<file path="config.mk">
export PLATFORM = sky130hd
export DESIGN_NAME = scan_arbiter
export DESIGN_NICKNAME = d
export VERILOG_FILES = /design/src/rtl/scan_arbiter.sv
export SDC_FILE = /design/constraint.sdc
export NUM_CORES = 1
export LEC_CHECK = 0
export ABC_AREA = 1
export BUFFER_PORTS_ARGS = -buffer_cell sky130_fd_sc_hd__buf_2
export CORE_AREA = 2 2 77 79
export DETAILED_ROUTE_END_ITERATION = 12
export DIE_AREA = 0 0 79 81
export GPL_TIMING_DRIVEN = 0
export MAX_ROUTING_LAYER = met4
export PLACE_DENSITY = 0.69
export SLEW_MARGIN = 20
export SYNTH_ARGS = -nofsm -noshare
export SYNTH_HDL_FRONTEND = slang
export SYNTH_SLANG_ARGS = --single-unit
</file>
<file path="constraint.sdc">
create_clock -name clk -period 2.26 [get_ports clk]
set_input_delay 0.452 -clock clk [delete_from_list [all_inputs] [get_ports clk]]
set_output_delay 0.452 -clock clk [all_outputs]
set_load 0.005 [all_outputs]
</file>
<file path="src/rtl/scan_arbiter.sv">
// -----------------------------------------------------------------------------
// scan_arbiter
//
// Purpose
//   Shares one byte-stream scanner between four requesters. One whole message
//   is in flight at a time. The arbiter grants a requester and forwards its
//   bytes to the scanner. It then passes the scanner's results back, tagged
//   with the owner, until the result marked "end" is accepted.
//
// Parameters
//   CNT_W      width of each per-requester completed-message counter
//   FIXED_PRIO 0 = round-robin, 1 = fixed priority (lowest index wins)
//
// Optional feature
//   SCAN_ARB_STATS_EN  when defined, adds the oMsgCnt_0..3 outputs. Each one
//                      counts completed messages for its requester and wraps
//                      to 0 after reaching its maximum value.
//
// Ports
//   clk, reset_n                 clock (rising edge), async active-low reset
//   iValid_k/iEnd_k/iChar_k      requester k byte stream (k = 0..3)
//   oReady_k                     requester k byte accepted (with iValid_k)
//   sEn                          scanner enable; low in IDLE clears match history
//   sValid/sEnd/sChar, sReady    byte stream towards the scanner
//   sSID/sOffset/sResValid/sResEnd, sResReady   scanner result stream
//   oSID/oOffset/oTag/oValid/oEnd, iReady       tagged result output
//   oBusy                        arbiter is not IDLE
//   oGrant                       current or most recent owner
//   oDbgState                    raw FSM state (IDLE=0, STREAM=1, DRAIN=2)
//
// Handshake
//   Every stream moves a beat on a cycle where valid and ready are both high.
//   Valid does not wait for ready. The arbiter does not register any
//   pass-through path; it only steers the paths.
// -----------------------------------------------------------------------------
module scan_arbiter #(
  parameter int CNT_W      = 16,
  parameter int FIXED_PRIO = 0
) (
  input  logic        clk,
  input  logic        reset_n,
  input  logic        iValid_0,
  input  logic        iValid_1,
  input  logic        iValid_2,
  input  logic        iValid_3,
  input  logic        iEnd_0,
  input  logic        iEnd_1,
  input  logic        iEnd_2,
  input  logic        iEnd_3,
  input  logic [7:0]  iChar_0,
  input  logic [7:0]  iChar_1,
  input  logic [7:0]  iChar_2,
  input  logic [7:0]  iChar_3,
  output logic        oReady_0,
  output logic        oReady_1,
  output logic        oReady_2,
  output logic        oReady_3,
  output logic        sEn,
  output logic        sValid,
  output logic        sEnd,
  output logic [7:0]  sChar,
  input  logic        sReady,
  input  logic [31:0] sSID,
  input  logic [31:0] sOffset,
  input  logic        sResValid,
  input  logic        sResEnd,
  output logic        sResReady,
  output logic [31:0] oSID,
  output logic [31:0] oOffset,
  output logic [1:0]  oTag,
  output logic        oValid,
  output logic        oEnd,
  input  logic        iReady,
  output logic        oBusy,
  output logic [1:0]  oGrant,
  output logic [1:0]  oDbgState
`ifdef SCAN_ARB_STATS_EN
  ,
  output logic [CNT_W-1:0] oMsgCnt_0,
  output logic [CNT_W-1:0] oMsgCnt_1,
  output logic [CNT_W-1:0] oMsgCnt_2,
  output logic [CNT_W-1:0] oMsgCnt_3
`endif
);

  typedef enum logic [1:0] {
    IDLE   = 2'd0,
    STREAM = 2'd1,
    DRAIN  = 2'd2
  } state_t;

  state_t     r_state;
  state_t     w_next;
  logic [1:0] r_grant;
  logic [1:0] r_last;

  logic [3:0] w_req;
  logic [3:0] w_end;
  logic       w_any;
  logic [1:0] w_winner;
  logic [1:0] w_idx;
  logic       w_gvalid;
  logic       w_gend;
  logic [7:0] w_gchar;
  logic       w_done;
  logic [3:0] w_ready;

  assign w_req = {iValid_3, iValid_2, iValid_1, iValid_0};
  assign w_end = {iEnd_3, iEnd_2, iEnd_1, iEnd_0};
  assign w_any = |w_req;

  // The final result beat of a message is accepted downstream.
  assign w_done = (r_state == DRAIN) && sResValid && iReady && sResEnd;

  // Winner selection. Both loops go from the worst candidate to the best
  // one, so the last match written is the winner. In round-robin mode the
  // best candidate is the requester right after the last winner. The 2-bit
  // sum wraps modulo 4 by itself.
  always_comb begin
    w_winner = 2'd0;
    w_idx    = 2'd0;
    if (FIXED_PRIO != 0) begin
      for (int i = 3; i >= 0; i--) begin
        if (w_req[i]) w_winner = 2'(i);
      end
    end else begin
      for (int i = 3; i >= 0; i--) begin
        w_idx = r_last + 2'(i) + 2'd1;
        if (w_req[w_idx]) w_winner = w_idx;
      end
    end
  end

  // Byte stream of the granted requester.
  always_comb begin
    w_gvalid = 1'b0;
    w_gend   = 1'b0;
    w_gchar  = 8'd0;
    case (r_grant)
      2'd0: begin w_gvalid = iValid_0; w_gend = iEnd_0; w_gchar = iChar_0; end
      2'd1: begin w_gvalid = iValid_1; w_gend = iEnd_1; w_gchar = iChar_1; end
      2'd2: begin w_gvalid = iValid_2; w_gend = iEnd_2; w_gchar = iChar_2; end
      default: begin w_gvalid = iValid_3; w_gend = iEnd_3; w_gchar = iChar_3; end
    endcase
  end

  // FSM next state and the steering of all pass-through paths.
  always_comb begin
    w_next    = r_state;
    sValid    = 1'b0;
    sEnd      = 1'b0;
    sChar     = 8'd0;
    w_ready   = 4'd0;
    sResReady = 1'b0;
    oValid    = 1'b0;
    oEnd      = 1'b0;
    oSID      = 32'd0;
    oOffset   = 32'd0;
    oTag      = 2'd0;
    case (r_state)
      IDLE: begin
        // This is the arbitration cycle only. No byte moves here.
        if (w_any) w_next = STREAM;
      end
      STREAM: begin
        sValid           = w_gvalid;
        sEnd             = w_gend;
        sChar            = w_gchar;
        w_ready[r_grant] = sReady;
        // Gaps in iValid keep the grant. Only the end beat releases it.
        if (w_gvalid && sReady && w_gend) w_next = DRAIN;
      end
      DRAIN: begin
        oValid    = sResValid;
        oEnd      = sResEnd;
        oSID      = sSID;
        oOffset   = sOffset;
        oTag      = r_grant;
        sResReady = iReady;
        if (w_done) w_next = IDLE;
      end
      default: w_next = IDLE;
    endcase
  end

  always_ff @(posedge clk or negedge reset_n) begin
    if (!reset_n) begin
      r_state <= IDLE;
      r_grant <= 2'd0;
      r_last  <= 2'd3;  // the first search after reset starts at requester 0
    end else begin
      r_state <= w_next;
      if (r_state == IDLE && w_any) r_grant <= w_winner;
      if (w_done) r_last <= r_grant;
    end
  end

  assign oReady_0  = w_ready[0];
  assign oReady_1  = w_ready[1];
  assign oReady_2  = w_ready[2];
  assign oReady_3  = w_ready[3];
  assign oBusy     = (r_state != IDLE);
  assign sEn       = (r_state != IDLE);
  assign oGrant    = r_grant;
  assign oDbgState = r_state;

`ifdef SCAN_ARB_STATS_EN
  logic [CNT_W-1:0] r_cnt [4];

  always_ff @(posedge clk or negedge reset_n) begin
    if (!reset_n) begin
      for (int k = 0; k < 4; k++) r_cnt[k] <= '0;
    end else if (w_done) begin
      r_cnt[r_grant] <= r_cnt[r_grant] + CNT_W'(1);
    end
  end

  assign oMsgCnt_0 = r_cnt[0];
  assign oMsgCnt_1 = r_cnt[1];
  assign oMsgCnt_2 = r_cnt[2];
  assign oMsgCnt_3 = r_cnt[3];
`endif

endmodule

</file>
# Word-level counts from Yosys, hierarchy flattened
# Cells that the tools add are included.
[op_classes]
eq_ne = 7
shift = 0
n_mux = 31
div_mod_pow = 0
addsub = 6
n_lt_le_gt_ge = 6
n_mul = 0
n_reduce_logical = 12
n_bitwise = 1
[op_table]
columns = ["operator", "n"]
rows = [
  ["$mux W32", 2],
  ["$pmux W8 S3", 1],
  ["$mux W2", 8],
  ["$lt A2 B3 Y1 const B", 5],
  ["$mux W1", 10],
  ["$add A2 B1 Y2 const B", 4],
  ["$bmux W1 S2", 4],
  ["$mux W8", 1],
  ["$logic_and A1 B1 Y1", 7],
  ["$ne A2 B2 Y1 const B", 3],
  ["$pmux W1 S3", 2],
  ["$pmux W2 S3", 1],
  ["$add A2 B2 Y2 const B", 2],
  ["$and A4 B4 Y4", 1],
  ["$eq A2 B1 Y1 const B", 2],
  ["$eq A2 B2 Y1 const B", 2],
  ["$logic_not A2 Y1", 2],
  ["$mux W4", 1],
  ["$reduce_or A4 Y1", 1],
  ["$reduce_and A3 Y1", 1],
  ["$demux W1 S2", 1],
  ["$ge A2 B1 Y1 const B", 1],
  ["$reduce_bool A2 Y1", 1],
]
[totals]
latch_bits = 0
mem_bits_ro = 0
n_memories = 0
elab_cells = 66
mem_bits_rw = 0
register_bits = 6

# Longest topological paths before layout
# Gate-level depths: netlist of run 1.
[depth]
ltp_word = 8
ltp_mapped = 11

# Worst setup path before layout of run 1
# No wires, ideal clock.
[synth_timing]
path_type = "register -> output"
from = "register r_state[0], in the netlist oDbgState[0]"
to = "output port oSID[11]"
arrival_ns = 1.046
required_time_ns = 1.808
stages_incl_launch_ff = 6
path_slack_ns = 0.762
n_path_buf = 2
path_cell_list = "dfrtp_1 -> nor2_2 -> inv_2 -> buf_2 -> buf_2 -> nor2_1"
[synth_between]
elab_chain_cells = 2
[synth_lines]
columns = ["item", "line", "text"]
rows = [
  ["from (decl)", "92", "state_t r_state;"],
  ["from (signal assigned)", "192", "r_state <= w_next;"],
  ["$eq A2 B2 Y1", "160", "case (r_state)"],
  ["$mux W32", "160", ""],
  ["to (decl)", "68", "output logic [31:0] oSID,"],
]
# No other way between the ends.

# Worst setup path in the final report of run 1
[layout_timing]
from = "register r_grant[0], in the netlist oGrant[0]"
to = "output port sChar[2]"
[layout_between]
elab_chain_cells = 3
elab_cells_between_ends = 5
cone_classes = "2 x eq/ne; 2 x mux; 1 x reduce/logical"
[layout_lines]
columns = ["item", "line", "text"]
rows = [
  ["from (decl)", "94", "logic [1:0] r_grant;"],
  ["from (signal assigned)", "193", "if (r_state == IDLE && w_any) r_grant <= w_winner;"],
  ["$eq A2 B2 Y1, or another cell as far along", "139", "case (r_grant)"],
  ["$pmux W8 S3 (*)", "139", ""],
  ["$mux W8 (*)", "160", ""],
  ["to (decl)", "61", "output logic [7:0] sChar,"],
]
# Mark *: on every way between the ends. The rest lies on a longest branch, timed or not.

==> run metrics, run 1 <==
clock latency of the later-clocked register in the worst-skew pair 0.22 ns; number of H-tree levels 1; max frequency around 0.49 GHz; Post-Synth Adder-Cell Area 0%; Post-Place Cells 580; fraction of the yosys area taken by sequential cells a little over a tenth; Chip Width between 70 and 80 microns; leakage power between 1.5 and 2 nW; final max-slew violation count 0; via count between 2,000 and 2,500; start point of the critical path oGrant[0]; Overall Global Routing Usage 16.6%; antenna-violating nets left 0; most common library cell in the layout ignoring fill and taps sky130_fd_sc_hd__buf_2; Post-Syn Instances approximately 310; number of synthesis warnings 0; count of unique library cells instantiated by Yosys 24; total inserted antenna cells 0; effective utilization at floorplan 24.6%; first-pass GRT wire length between 8000 and 9000 microns; uppermost signal routing layer after detailed routing met4; Crit Reg-Reg Startpoint oGrant[1]; I/O pin count ~200; Slowest-stage cell, CP sky130_fd_sc_hd__dfrtp_1; simple-gate share of the synthesized area between 50% and 60%; maximum number of pins on one net before global-route repair 11; Worst Path Max Fanout 8; clock tree from TritonCTS built; standard-cell row count 28; CTS Hold Bufs 0; number of antenna violations at the first check in global routing 0; cts repair resizes 0; Detail Placement HPWL approximately 4800 microns; required time at the endpoint of the critical path roughly 1.8 ns; Via-to-Cell Ratio just over 4; number of search-and-repair iterations in the first detailed-routing pass 4; Most common cell on crit path sky130_fd_sc_hd__nand2_1; TritonCTS buffer count 3; maximum buffer depth of the clock tree 2; worst-case vdd ir drop 0.480 mV; fraction of final layout cells with drive strength greater than 1 approximately 44%; Critical Path End Type output port; Setup-failing EPs final 0; run status finished clean; root buffer cell sky130_fd_sc_hd__clkbuf_8; cells along the critical path inv_2, nor2_2, nand2_1, nand4_1, nand2_1, inv_1, buf_2; Max transition margin a little under three quarters; number of global-route vias before repair roughly 2,100; power density relative to cell area 748 nW/um^2; Synth Area per Inst roughly 4.5 sq um; number of maximum-capacitance violations 0; final period demand of the worst path 2.05 ns; Port Buffer Count around 200; Tcrit/Tclk final 90.8%; CP Launch Type flip-flop; most used cells in the layout excluding fill and tap cells sky130_fd_sc_hd__buf_2, sky130_fd_sc_hd__inv_1, sky130_fd_sc_hd__nor2_1; Total Neg Setup Slack 0 ns; kind of path behind the tightest hold check in -> async; Synthesized Nets roughly 420; final hold violations 0; RSZ-0062 raised after global routing false; area overhead of the layout relative to synthesis 80.9%; final weighted congestion in routability-driven placement ~0.9; number of standard cells in the final layout excluding fillers about 580; area inside the core boundary around 5700 sq um; Post-Syn Area 1400 sq um; wire length reported by the detailed router ~5500 microns; Chip Height just over 80 microns; DR WL/cell 9.47 microns; CP Data Arrival Time approximately 1.6 ns; transition at the pin with the smallest max-transition slack 0.422 ns; share of synthesized area spent on multiplexers 0%; number of sinks on the clock net 6; worst setup skew after layout about 0.0031 ns; number of DRC markers in iteration 0 ~50; Synth Register Bits 6; synthesized-area fraction occupied by ao, oa, aoi and oai cells under 10%; slowest stage delay, CP 0.51 ns; total die area ~6400 sq um; number of DRC violations after detailed routing 0; crit path kind reg -> out; clock-pin slew of the registers on the worst-case setup and hold paths 0.04 ns; met3 routed wirelength approximately 460 microns; Met1 Wirelength 2310 microns; grt total ovfl 0; final net count between 600 and 700; detailed route wirelength on metal2 about 2700 microns; power consumption roughly 1.9 mW; main combinational cell family by area after synthesis simple AND/OR/NAND/NOR gates; xor and xnor area share after synthesis 0%; postcts setup bufs 0
stage by stage:
step           util [%]  area [sq um]  hold WS [ns]  setup slack, ns
6_report           44.5          2530        0.0429            0.207
5_1_grt            44.5          2530        0.0487           0.0920
4_1_cts            44.5          2530        0.0458            0.202
3_5_place_dp       43.7          2480         0.284            0.449
3_3_place_gp       43.7          2480         0.282            0.473
2_1_floorplan         -          1400         0.156            0.762
report_power, final:
part,switching (mW),internal (mW)
combinational,0.877,0.619
clock,0.0475,0.121
sequential,0.0588,0.165
total,0.983,0.906
kinds of logic (layout without fill, tap and decap cells):
kind of cell    count (synthesis)  in the layout
compound gates                 12             12
simple gates                  185            185
buf+inv                       104            306
flops                           6              6
state kept, by name, indices dropped and copies added, names as in the netlist:
signal	count
oDbgState	2
r_last	2
oGrant	2
routing by layer:
layer	global-route usage, %	vias up
met5	-	-
met3	1.89	7
li1	-	1269
met4	3.79	0
met2	31.5	111
met1	18.7	974
final cells by class:
type                       instances  area (sq um)
fill                             634          3150
sequential                         6           153
inverter                          93           349
timing repair buffer             198           991
clock buffer                       4          45.0
buffer                            11          65.1
tap                               75          93.8
multi-input combinational        197           830
path summary, 6_finish.rpt:
path / endpoint / cells after the start / slack (ns)
worst min register to register: r_last[1] / 2 / 0.54
worst max register to register: oDbgState[1] / 8 / 0.82
worst max-delay path: sChar[2] / 7 / 0.21
max in group asynchronous: r_last[0] / 1 / 1.99
min in group clk: r_last[1] / 2 / 0.54
worst min-delay path: oDbgState[0] / 1 / 0.04
worst max-delay path: cells and delay by family (launching register included):
kind                   cells  cell delay, ns
and+or+nand+nor            4            0.56
buffers and inverters      3            0.29
DFF                        1            0.51
cells in the mapped netlist:
| cell type | number | area [sq um] |
|---|---|---|
| sky130_fd_sc_hd__a21oi_1 | 5 | 25.0 |
| sky130_fd_sc_hd__buf_2 | 4 | 20.0 |
| sky130_fd_sc_hd__buf_4 | 1 | 7.51 |
| sky130_fd_sc_hd__buf_6 | 2 | 22.5 |
| sky130_fd_sc_hd__clkbuf_1 | 4 | 15.0 |
| sky130_fd_sc_hd__dfrtp_1 | 4 | 100 |
| sky130_fd_sc_hd__dfstp_2 | 2 | 52.6 |
| sky130_fd_sc_hd__inv_1 | 88 | 330 |
| sky130_fd_sc_hd__inv_2 | 5 | 18.8 |
| sky130_fd_sc_hd__nand2_1 | 77 | 289 |
| sky130_fd_sc_hd__nand2_2 | 2 | 12.5 |
| sky130_fd_sc_hd__nand3_1 | 7 | 35.0 |
| sky130_fd_sc_hd__nand3_2 | 1 | 10.0 |
| sky130_fd_sc_hd__nand3b_1 | 1 | 7.51 |
| sky130_fd_sc_hd__nand4_1 | 9 | 56.3 |
| sky130_fd_sc_hd__nor2_1 | 80 | 300 |
| sky130_fd_sc_hd__nor2_2 | 2 | 12.5 |
| sky130_fd_sc_hd__nor2_4 | 2 | 22.5 |
| sky130_fd_sc_hd__nor3_1 | 2 | 10.0 |
| sky130_fd_sc_hd__o21ai_0 | 4 | 20.0 |
| sky130_fd_sc_hd__o21ai_1 | 2 | 10.0 |
| sky130_fd_sc_hd__o22ai_1 | 1 | 6.26 |
| sky130_fd_sc_hd__or2_1 | 1 | 6.26 |
| sky130_fd_sc_hd__or2_2 | 1 | 6.26 |
No activity file was read; power rests on OpenSTA's default activity.
==> run 2, diff against run 1 <==
--- a/config.mk
+++ b/config.mk
@@ -13,6 +13,7 @@
 export GPL_TIMING_DRIVEN = 0
 export MAX_ROUTING_LAYER = met4
 export PLACE_DENSITY = 0.69
+export REMOVE_ABC_BUFFERS = 1
 export SLEW_MARGIN = 20
 export SYNTH_ARGS = -nofsm -noshare
 export SYNTH_HDL_FRONTEND = slang
==> run metrics, run 2 (synthesis results as in run 1) <==
number of fill cells in the layout approximately 650; number of DRC markers in iteration 0 50; number of DRC violations after detailed routing 0; number of H-tree levels 1; final hold violations 0; Crit Reg-Reg Startpoint oDbgState[1]; kind of path behind the tightest hold check in -> async; final worst hold slack 0.0455 ns; met3 routed wirelength about 570 microns; total die area 6400 sq um; max frequency ~0.48 GHz; CTS Hold Bufs 0; root buffer cell sky130_fd_sc_hd__clkbuf_8; number of maximum-capacitance violations 0; worst setup skew after layout between 0.002 and 0.003 ns; Psw roughly 1 mW; run status finished clean; effective utilization at floorplan about 25%; Detail Placement HPWL 5380 microns; detailed route wirelength on metal2 approximately 3100 microns; number of antenna violations at the first check in global routing 0; standard-cell row count 28; most used cells in the layout excluding fill and tap cells sky130_fd_sc_hd__buf_2, sky130_fd_sc_hd__inv_1, sky130_fd_sc_hd__nor2_1; Critical Path End Type output port; maximum buffer depth of the clock tree 2; clock tree from TritonCTS built; Met1 Wirelength 2600 microns; flop2flop setup slack about 0.67 ns; cells along the critical path nand2_2, inv_1, nand2_1, nand4_1, nand2_1, inv_1, buf_2; wire length reported by the detailed router about 6300 microns; number of global-route vias before repair about 2,100; clock latency of the later-clocked register in the worst-skew pair about 0.22 ns; via count 2,324; maximum number of pins on one net before global-route repair 70; post-route cell area ~2500 sq um; transition at the pin with the smallest max-transition slack about 0.63 ns; post-placement cell area approximately 2400 sq um; crit path kind reg -> out; final weighted congestion in routability-driven placement between 0.8 and 0.9; start point of the critical path oGrant[1]; endpoint of the worst-slack reg-to-reg timing path oDbgState[1]; critical path buffer and inverter count 3; fraction of final layout cells with drive strength greater than 1 a little over two fifths; Via-to-Cell Ratio between 4 and 5; power density relative to cell area 746 nW/um^2; Chip Height slightly above 80 microns; Sequential Power Share between 10 and 15%; cell count of the worst reg-to-reg path 9; area overhead of the layout relative to synthesis 76.7%; first-pass GRT wire length between 9000 and 10,000 microns; Worst Path Max Fanout 11; most common library cell in the layout ignoring fill and taps sky130_fd_sc_hd__buf_2; Chip Width 79 microns; final max-slew violation count 0; Tcrit/Tclk final 92.0%; clock power share roughly 8.4%; power consumption ~1.8 mW; final net count 609; Internal Power between 0.8 and 0.9 mW; Setup-failing EPs final 0; Critical Path Stages 7; kind of cell adding the most delay to the critical path flip-flops; grt total ovfl 0; slowest stage delay, CP between 0.6 and 0.7 ns; number of search-and-repair iterations in the first detailed-routing pass 4; Overall Global Routing Usage between 10% and 20%; area inside the core boundary between 5000 and 6000 sq um; required time at the endpoint of the critical path about 1.8 ns; leakage power approximately 1.9 nW; postcts setup bufs 0; RSZ-0062 raised after global routing false; I/O pin count between 150 and 200; DR WL/cell 11.0 microns; clock-pin slew of the registers on the worst-case setup and hold paths ~0.040 ns; Port Buffer Count just under 200; final period demand of the worst path about 2.1 ns; Slowest-stage cell, CP sky130_fd_sc_hd__dfrtp_1; CP Data Arrival Time 1.63 ns; power share of the combinational group roughly 77%; TritonCTS buffer count 3; worst-case vdd ir drop just over 0.3 mV; Max transition margin 57.9%; number of sinks on the clock net 6; total inserted antenna cells 0; Total Neg Setup Slack 0 ns; uppermost signal routing layer after detailed routing met3; antenna-violating nets left 0; switching portion of total power ~54%; capturing instance or port of the critical path sChar[4]; CP Launch Type flip-flop
run 2: per-stage QoR:
step | cells | utilization (%) | setup slack (ns)
2_1_floorplan | 296 | - | 0.606
3_3_place_gp | 569 | 42.6 | 0.232
3_5_place_dp | 569 | 42.6 | 0.105
4_1_cts | 572 | 43.4 | 0.108
5_1_grt | 572 | 43.5 | 0.00674
6_report | 572 | 43.5 | 0.182
run 2: metal layers:
layer / track usage, % / vias up
met5: - / -
met4: 1.90 / 0
met3: 2.67 / 0
met2: 34.9 / 114
met1: 21.0 / 969
li1: - / 1241
run 2: worst register-to-register path: cells and delay by family (launching register included):
kind / cells / cell delay, ns
buf+inv: 2 / 0.30
flops: 1 / 0.39
simple gates: 7 / 0.83
run 2: cell type report:
| class | count | area [sq um] | share of cell area [%] |
|---|---|---|---|
| Multi-Input combinational cell | 197 | 837 | 33.9 |
| Timing Repair Buffer | 198 | 991 | 40.2 |
| Sequential cell | 6 | 153 | 6.19 |
| Tap cell | 75 | 93.8 | 3.80 |
| Inverter | 93 | 352 | 14.2 |
| Clock buffer | 3 | 41.3 | 1.67 |
run 2: worst min path at each step:
| stage | endpoint | from | slack, ns | depth (start not counted) |
|---|---|---|---|---|
| after floorplan | oDbgState[0] | reset_n | 0.16 | 0 |
| after global placement | oGrant[0] | reset_n | 0.28 | 1 |
| after detailed placement | oGrant[0] | reset_n | 0.28 | 1 |
| after CTS | oGrant[0] | reset_n | 0.04 | 1 |
| after global routing | oGrant[1] | reset_n | 0.04 | 1 |
| final | oGrant[0] | reset_n | 0.05 | 1 |
run 2: power groups by stage:
| stage | logic, mW | registers [mW] | clock network [mW] |
|---|---|---|---|
| floorplan | 0.808 | 0.250 | 0 |
| global placement | 1.37 | 0.270 | 0 |
| detailed placement | 1.41 | 0.270 | 0 |
| CTS | 1.42 | 0.270 | 0.161 |
| global route | 1.62 | 0.286 | 0.168 |
| finish | 1.41 | 0.273 | 0.155 |
run 2: repair_timing:
item                                    in CTS  in global routing
gates resized for setup                      2                  1
endpoints found under the setup margin       6                  1
endpoints found under the hold margin        0                  0
gates cloned                                 0                  0
